<file path="src/rtl/dma_descriptor_dispatcher.sv">
// Descriptor scheduler: queues host descriptors and runs them one at a time through the
// read and write engines, counting completions and halting on engine errors.
module dma_descriptor_dispatcher #(
    parameter int unsigned ADDR_W     = 64,
    parameter int unsigned LENGTH_W   = 24,
    parameter int unsigned FIFO_DEPTH = 8,
    parameter int unsigned CNT_W      = 32
) (
    input  logic                          clk,
    input  logic                          reset_n,
    input  logic                          desc_valid,
    output logic                          desc_ready,
    input  logic [ADDR_W-1:0]             desc_src_addr,
    input  logic [ADDR_W-1:0]             desc_dest_addr,
    input  logic [LENGTH_W-1:0]           desc_length,
    input  logic [1:0]                    desc_mode,
    output logic [ADDR_W-1:0]             cur_src_addr,
    output logic [ADDR_W-1:0]             cur_dest_addr,
    output logic [LENGTH_W-1:0]           cur_length,
    output logic [1:0]                    cur_mode,
    output logic                          rd_go,
    output logic                          wr_go,
    input  logic                          rd_done,
    input  logic                          wr_done,
    input  logic                          rd_err,
    input  logic                          wr_err,
    input  logic                          reset_dispatcher,
    output logic                          busy,
    output logic                          stopped_on_error,
    output logic [$clog2(FIFO_DEPTH):0]   fifo_level,
    output logic                          fifo_full,
    output logic                          fifo_empty,
    output logic [CNT_W-1:0]              completed_cnt,
    output logic                          irq
);

    localparam int unsigned PTR_W = $clog2(FIFO_DEPTH);
    localparam int unsigned LVL_W = PTR_W + 1;

    typedef enum logic [4:0] {
        StIdle     = 5'b00001,
        StLoad     = 5'b00010,
        StRun      = 5'b00100,
        StComplete = 5'b01000,
        StError    = 5'b10000
    } state_e;

    state_e state_q, state_d;

    logic [ADDR_W-1:0]   src_mem  [FIFO_DEPTH];
    logic [ADDR_W-1:0]   dest_mem [FIFO_DEPTH];
    logic [LENGTH_W-1:0] len_mem  [FIFO_DEPTH];
    logic [1:0]          mode_mem [FIFO_DEPTH];

    logic [PTR_W-1:0]    wr_ptr_q, rd_ptr_q;
    logic [LVL_W-1:0]    level_q, level_d;
    logic                rd_seen_q, rd_seen_d, wr_seen_q, wr_seen_d;
    logic [CNT_W-1:0]    cnt_q;
    logic [ADDR_W-1:0]   cur_src_q, cur_dest_q;
    logic [LENGTH_W-1:0] cur_len_q;
    logic [1:0]          cur_mode_q;

    logic push, pop, skip, err;

    assign fifo_full  = (level_q == LVL_W'(FIFO_DEPTH));
    assign fifo_empty = (level_q == '0);
    assign desc_ready = !fifo_full && (state_q != StError);

    // A software clear drops any push or pop landing in the same cycle.
    assign push = desc_valid && desc_ready && !reset_dispatcher;
    assign pop  = (state_q == StIdle) && !fifo_empty && !reset_dispatcher;
    assign skip = (cur_len_q == '0) || (cur_mode_q == 2'd0);
    assign err  = rd_err || wr_err;

    always_comb begin
        state_d   = state_q;
        rd_seen_d = rd_seen_q;
        wr_seen_d = wr_seen_q;
        unique case (state_q)
            StIdle:     if (!fifo_empty) state_d = StLoad;
            StLoad: begin
                rd_seen_d = 1'b0;
                wr_seen_d = 1'b0;
                if (err)       state_d = StError;
                else if (skip) state_d = StComplete;
                else           state_d = StRun;
            end
            StRun: begin
                rd_seen_d = rd_seen_q || rd_done;
                wr_seen_d = wr_seen_q || wr_done;
                if (err) state_d = StError;
                else if ((rd_seen_q || rd_done) && (wr_seen_q || wr_done)) state_d = StComplete;
            end
            StComplete: state_d = StIdle;
            StError:    state_d = StError;
            default:    state_d = StIdle;
        endcase
        if (reset_dispatcher) begin
            state_d   = StIdle;
            rd_seen_d = 1'b0;
            wr_seen_d = 1'b0;
        end
    end

    always_comb begin
        level_d = level_q;
        unique case ({push, pop})
            2'b10:   level_d = level_q + 1'b1;
            2'b01:   level_d = level_q - 1'b1;
            default: level_d = level_q;
        endcase
        if (reset_dispatcher) level_d = '0;
    end

    always_ff @(posedge clk) begin
        if (push) begin
            src_mem[wr_ptr_q]  <= desc_src_addr;
            dest_mem[wr_ptr_q] <= desc_dest_addr;
            len_mem[wr_ptr_q]  <= desc_length;
            mode_mem[wr_ptr_q] <= desc_mode;
        end
    end

    always_ff @(posedge clk) begin
        if (!reset_n) begin
            state_q    <= StIdle;
            wr_ptr_q   <= '0;
            rd_ptr_q   <= '0;
            level_q    <= '0;
            rd_seen_q  <= 1'b0;
            wr_seen_q  <= 1'b0;
            cnt_q      <= '0;
            cur_src_q  <= '0;
            cur_dest_q <= '0;
            cur_len_q  <= '0;
            cur_mode_q <= '0;
        end else begin
            state_q   <= state_d;
            level_q   <= level_d;
            rd_seen_q <= rd_seen_d;
            wr_seen_q <= wr_seen_d;
            if (reset_dispatcher) begin
                wr_ptr_q <= '0;
                rd_ptr_q <= '0;
            end else begin
                if (push) wr_ptr_q <= wr_ptr_q + 1'b1;
                if (pop)  rd_ptr_q <= rd_ptr_q + 1'b1;
            end
            if (pop) begin
                cur_src_q  <= src_mem[rd_ptr_q];
                cur_dest_q <= dest_mem[rd_ptr_q];
                cur_len_q  <= len_mem[rd_ptr_q];
                cur_mode_q <= mode_mem[rd_ptr_q];
            end
            // Count on entry so the new value is visible alongside irq.
            if (state_d == StComplete) cnt_q <= cnt_q + 1'b1;
        end
    end

    assign cur_src_addr     = cur_src_q;
    assign cur_dest_addr    = cur_dest_q;
    assign cur_length       = cur_len_q;
    assign cur_mode         = cur_mode_q;
    assign rd_go            = (state_q == StLoad) && !skip;
    assign wr_go            = (state_q == StLoad) && !skip;
    assign busy             = (state_q != StIdle);
    assign stopped_on_error = (state_q == StError);
    assign irq              = (state_q == StComplete);
    assign fifo_level       = level_q;
    assign completed_cnt    = cnt_q;

endmodule
</file>
<file path="config.mk">
export PLATFORM = sky130hd
export DESIGN_NAME = dma_descriptor_dispatcher
export DESIGN_NICKNAME = d
export VERILOG_FILES = /design/src/rtl/dma_descriptor_dispatcher.sv
export SDC_FILE = /design/constraint.sdc
export NUM_CORES = 2
export LEC_CHECK = 0
export BUFFER_PORTS_ARGS = -buffer_cell sky130_fd_sc_hd__buf_2
export CAP_MARGIN = 20
export CORE_AREA = 2 2 394 396
export DETAILED_ROUTE_END_ITERATION = 10
export DIE_AREA = 0 0 396 398
export HOLD_SLACK_MARGIN = 0.05
export PLACE_DENSITY = 0.51
export SLEW_MARGIN = 30
export SYNTH_ARGS = -nofsm -noshare
export SYNTH_HDL_FRONTEND = slang
export SYNTH_SLANG_ARGS = --single-unit
</file>
<file path="constraint.sdc">
create_clock -name clk -period 13.7 [get_ports clk]
set_input_delay 1.37 -clock clk [delete_from_list [all_inputs] [get_ports clk]]
set_output_delay 1.37 -clock clk [all_outputs]
set_load 0.03 [all_outputs]
</file>
Word level (Yosys, flattened, before mapping)

Memory sizes are Yosys's and may differ from the RTL's. A register that Yosys moved wholly into a read port is not among the register bits.
Cells that the tools add are included.

Word-level logic and storage cells: 65
Bits in writable memories: 1,232
Memories kept: 4
Bits of input ports: 162
Bits in registers: 49

Add/subtract/negate cells: 5
Reduce and logical (&&, ||, !) cells: 25
Bitwise gates (word level): 1
Mux-type cells: 12
Equality and inequality tests: 11

Memories:

| name     | depth | bits a word | rd ports | clocked after Yosys merged registers in | wr ports | line | source |
|---|---|---|---|---|---|---|---|
| dest_mem | 8     | 64          | 1        | 1                                       | 1        | 51   | `logic [ADDR_W-1:0] dest_mem [FIFO_DEPTH];` |
| src_mem  | 8     | 64          | 1        | 1                                       | 1        | 50   | `logic [ADDR_W-1:0] src_mem [FIFO_DEPTH];` |
| len_mem  | 8     | 24          | 1        | 1                                       | 1        | 52   | `logic [LENGTH_W-1:0] len_mem [FIFO_DEPTH];` |
| mode_mem | 8     | 2           | 1        | 1                                       | 1        | 53   | `logic [1:0] mode_mem [FIFO_DEPTH];` |

Operators by type and width:

| cell                                                                  | count |
|---|---|
| 32-bit by 1-bit adder with 32-bit output, second input constant       | 1 |
| 5-bit 2-to-1 mux                                                      | 5 |
| 24-bit logical NOT                                                    | 1 |
| 5-bit case mux with 4 select lines                                    | 1 |
| 5-bit by 4-bit equality test with 1-bit output, second input constant | 2 |
| 1-bit logical NOT                                                     | 8 |
| 4-bit case mux with 2 select lines                                    | 1 |
| 1-bit logical AND                                                     | 7 |
| 3-bit by 1-bit adder with 3-bit output, second input constant         | 2 |
| 5-bit by 1-bit equality test with 1-bit output, second input constant | 1 |
| 5-bit by 2-bit equality test with 1-bit output, second input constant | 1 |
| 5-bit by 3-bit equality test with 1-bit output, second input constant | 1 |
| 5-bit equality test, second input constant                            | 1 |
| 5-bit by 1-bit != test with 1-bit output, second input constant       | 1 |
| 5-bit != test, second input constant                                  | 1 |
| 4-bit by 1-bit adder with 4-bit output, second input constant         | 1 |
| 4-bit equality test, second input constant                            | 1 |
| 4-bit logical NOT                                                     | 1 |
| 1-bit logical OR                                                      | 4 |
| 4-bit 2-to-1 mux                                                      | 1 |
| 1-bit case mux with 2 select lines                                    | 2 |
| 2-bit nonzero test                                                    | 2 |
| 4-bit by 1-bit subtractor with 4-bit output, second input constant    | 1 |
| 2-bit by 1-bit equality test with 1-bit output, second input constant | 1 |
| 5 further kinds                                                       | 6 |

Logic depth before layout (Yosys ltp)

Depth in word-level cells: 7
Mapped depth: 12
Mapped depth without buffers: 11

Worst setup path before layout

No wires, ideal clock.

Path type: input port to flip-flop
From: input desc_valid
To: memory dest_mem[0][0], enable pin
Required time: 12.844 ns
Slack: 0.579 ns
Path buffers: 0
Cell stages on the path: 3
Library setup time: 0.856 ns
Arrival time: 12.264 ns
Cells stage by stage: o211ai_1 > or3_1 > nor3_1

Word-level cells in the longest chain between the ends: 4

RTL lines:

| item                                   | line | source |
|---|---|---|
| start, declared                        | 11   | `input logic desc_valid,` |
| 1-bit logical AND (2 in series)        | 70   | `assign push = desc_valid && desc_ready && !reset_dispatcher;` |
| 1-bit 2-to-1 mux                       | 116  | `if (push) begin` |
| 1-bit 2-to-1 mux (implied by the code) | 118  | `dest_mem[wr_ptr_q] <= desc_dest_addr;` |
| end, declared                          | 51   |  |

No other way between the ends.

Worst setup path in the final report

From: register state_q[2]
To: output wr_go

Word-level cells in the longest chain between the ends: 2

RTL lines:

| item                                           | line | source |
|---|---|---|
| start, declared                                | 48   | `state_e state_q, state_d;` |
| start signal, assigned                         | 126  | `state_q <= StIdle;` |
| start signal, assigned                         | 138  | `state_q <= state_d;` |
| 5-bit by 2-bit equality test with 1-bit output | 165  | `assign wr_go = (state_q == StLoad) && !skip;` |
| 1-bit logical AND                              | 165  |  |
| end, declared                                  | 22   | `output logic wr_go,` |

No other way between the ends.

==> reports/results.tsv <==
stage	metric	value	unit
yosys	synthesized area	53440	sq um
final_layout	most common cell after layout, fill and taps aside	edfxtp_1	
power	Pwr Density	147.7	nW/um^2
final_layout	share of layout cells above drive strength 1	0.3017	
sta	Peak Freq	243.7	MHz
floorplanning	IO Count	360	
sta	minimum clock period	4.103	ns
worst_setup_path	Crit Path Max Fanout	7	
worst_setup_path	Crit path max-delay family	simple AND/OR/NAND/NOR gates	
floorplanning	die area	157600	sq um
placed_design	post-detail-place hpwl	71930	um
sta	WHS	0.4968	ns
floorplanning	die height	398	um
final_layout	commonest non-fill, non-tap cells in the layout	edfxtp_1, buf_2, mux4_2	
clock_tree	htree depth	4	
worst_setup_path	CP Capture Type	output port	
worst_setup_path	Worst path slowest cell	or3b_4	
grt	GRT busiest layer	met2	
placed_design	Final GP Congestion	0.7690	
grt	vias in the first global route	27810	
grt	pin count of the biggest net entering global routing	140	
sta	worst clock skew	0.03242	ns
sta	Finish-stage setup viols	0	
placed_design	Post-DP Area	57690	sq um
grt	GRT met1 Usage	0.2137	
route	final wirelength	130400	um
sta	Slew headroom	0.3235	
placed_design	PortBufs	359	
worst_setup_path	Critical Path RT	12.33	ns
route	post-DR wirelength/cell	25.03	um
worst_setup_path	CP bufs+invs	1	
yosys	syn_nets	2781	
floorplanning	Starting Density	0.3485	
worst_setup_path	Crit Path Category	register to output port	
grt	met2 Use GR	0.2678	
route	Final ANT Viol Nets	0	
status	status	finished clean	
clock_tree	hold buffers post-CTS	0	
route	Pre-Repair DR Iteration Count	5	
clock_tree	clk_lat worst skew	0.78	ns
clock_tree	Clk pin slew, worst setup/hold paths	0.06	ns
yosys	number of synthesized flops with an enable pin	1232	
yosys	post-synthesis sequential area ratio	0.7683	
floorplanning	row count	144	
route	DR vias/cell	5.085	
power	Power, Total	9.297	mW
yosys	yosys warns	0	
yosys	Syn Area/Cell	20.46	sq um
worst_setup_path	Critical Path AT	2.73	ns
grt	gr ovfl total	0	
hold_path	Worst Hold Class	register to register	
sta	Hold Violations, Final	0	
grt	GR Layer Usage met3	0.05052	
yosys	Seq cells post-synth	1435	
sta	final setup TNS	0	ns
yosys	dominant synthesized flop cell	edfxtp_1	
clock_tree	post-cts sizing count	0	
floorplanning	Die X-Extent	396	um
final_layout	area grow syn2layout	17.81	%
yosys	Async S/R FF share, synth	0	
final_layout	post-layout util	0.4106	
route	1st-iter DRT viols	1767	
power	Max rail drop VDD	0.1265	mV
grt	Global Route Usage Sum	0.1649	
worst_setup_path	crit-path cells	or3_4 > or3b_4 > nor3_1 > buf_2	
sta	Slew Limit Fails	0	
sta	Slew @ Worst Pin	1.010	ns
final_layout	Final #Nets	3190	
route	Vias	26480	
worst_setup_path	crit path launch type	register	
flow_run	Max Cap Violations	0	
power	LEAKAGE	19.70	nW
sta	crit share post-route	0.2995	
clock_tree	clock root buffer	clkbuf_16	
sta	RSZ-0062 raised after global routing	no	
clock_tree	clk sink count	1435	
clock_tree	Post-CTS Setup Inserts	0	
clock_tree	clock tree buffer depth	3	
yosys	Gate Count Post-Synth	2612	
final_layout	fin area	62960	sq um
worst_setup_path	highest cell delay on the worst timing path	0.45	ns
clock_tree	CTS buffer count	156	
route	DRC viols	0	
clock_tree	TritonCTS clock tree	yes	
grt	initial antenna violation count	56	
yosys	Yosys cell types	51	
floorplanning	core area	153300	sq um
grt	global-route wire length before repair	190100	um
worst register-to-register path, stage by stage, from the launching register on:
cell and delay [ns]:
dfxtp_1 0.36, nor3_1 0.33, nand4b_1 0.34, nor2_4 0.18, buf_4 0.64, buf_4 0.78, buf_6 0.68, nor2_1 0.21
a211oi_1 0.24
per-layer routing:
| metal | wire length [um] | vias up |
|---|---|---|
| met1 | 54400 | 13850 |
| li1 | - | 11640 |
| met5 | 285 | - |
| met2 | 63320 | 710 |
| met4 | 2875 | 44 |
| met3 | 9481 | 239 |
worst paths after layout:
| kind | to | slack, ns | from | cells past startpoint |
|---|---|---|---|---|
| setup / recovery | wr_go | 9.60 | state_q[2] | 4 |
| hold / removal | cur_src_addr[45] | 0.50 | cur_src_addr[45] | 2 |
| setup reg to reg | cur_dest_addr[57] | 9.87 | state_q[4] | 8 |
| hold reg to reg | cur_src_addr[45] | 0.50 | cur_src_addr[45] | 2 |
flip-flops by register name, summed over array words and instances, names as in the netlist:
signal / flops
wr_seen_q: 1
completed_cnt: 32
mode_mem: 16
cur_src_addr: 64
cur_mode: 2
rd_ptr_q: 3
len_mem: 192
dest_mem: 512
cur_length: 24
rd_seen_q: 1
src_mem: 512
cur_dest_addr: 64
fifo_level: 4
wr_ptr_q: 3
state_q: 5
synthesized netlist by cell type, drive strengths merged (3+ instances only):
master	number	area share
nand4	12	0.0014
and4	4	0.00066
nand3	9	0.00084
a211oi	154	0.022
xnor2	3	0.00049
a21oi	29	0.0027
and3	6	0.00070
nor3	8	0.00084
nor4	9	0.0011
o211ai	3	0.00042
and2	3	0.00035
mux2i	158	0.030
ha	6	0.0014
o21ai	17	0.0016
buf	54	0.0041
mux4	308	0.13
nand2	17	0.0012
edfxtp	1232	0.69
o2111ai	3	0.00061
clkbuf	96	0.0067
nor2	192	0.013
inv	9	0.00063
or3	15	0.0018
nand2b	7	0.00082
xor2	7	0.0011
dfxtp	203	0.076
or4	13	0.0018
o31ai	13	0.0018
through the flow:
step / instances / setup slack [ns]
2_1_floorplan: 2612 / 0.5794
3_3_place_gp: 4901 / 9.096
3_5_place_dp: 4901 / 9.123
4_1_cts: 5190 / 9.527
5_1_grt: 5202 / 9.444
6_report: 5207 / 9.597
power breakdown:
part	switching (mW)	internal [mW]
logic	0.227	0.121
registers	0.0265	4.79
clock network	1.71	2.43
cells by family (layout without fill, tap and decap cells):
kind of cell / Yosys count / count (layout) / share of synthesized area
AOI/OAI and AO/OA: 234 / 234 / 0.03142
xor gates and xnor gates: 10 / 10 / 0.001639
adders and majority gates: 7 / 7 / 0.001779
buffers and inverters: 159 / 699 / 0.01143
DFF: 1435 / 1435 / 0.7683
muxes: 466 / 466 / 0.1594
other: 0 / 11 / 0
and+or+nand+nor: 301 / 301 / 0.02603
final cells by class:
| cell class | count | area, sq um |
|---|---|---|
| fillers | 13520 | 90370 |
| flip-flops and latches | 1435 | 41070 |
| multi-input cells | 1018 | 11840 |
| clock buffers | 205 | 4222 |
| well taps | 2044 | 2557 |
| repair buffers | 401 | 2344 |
| clock inverters | 84 | 857.1 |
| inverters | 9 | 41.29 |
| diodes | 11 | 27.53 |
No activity file was read; power rests on OpenSTA's default activity.
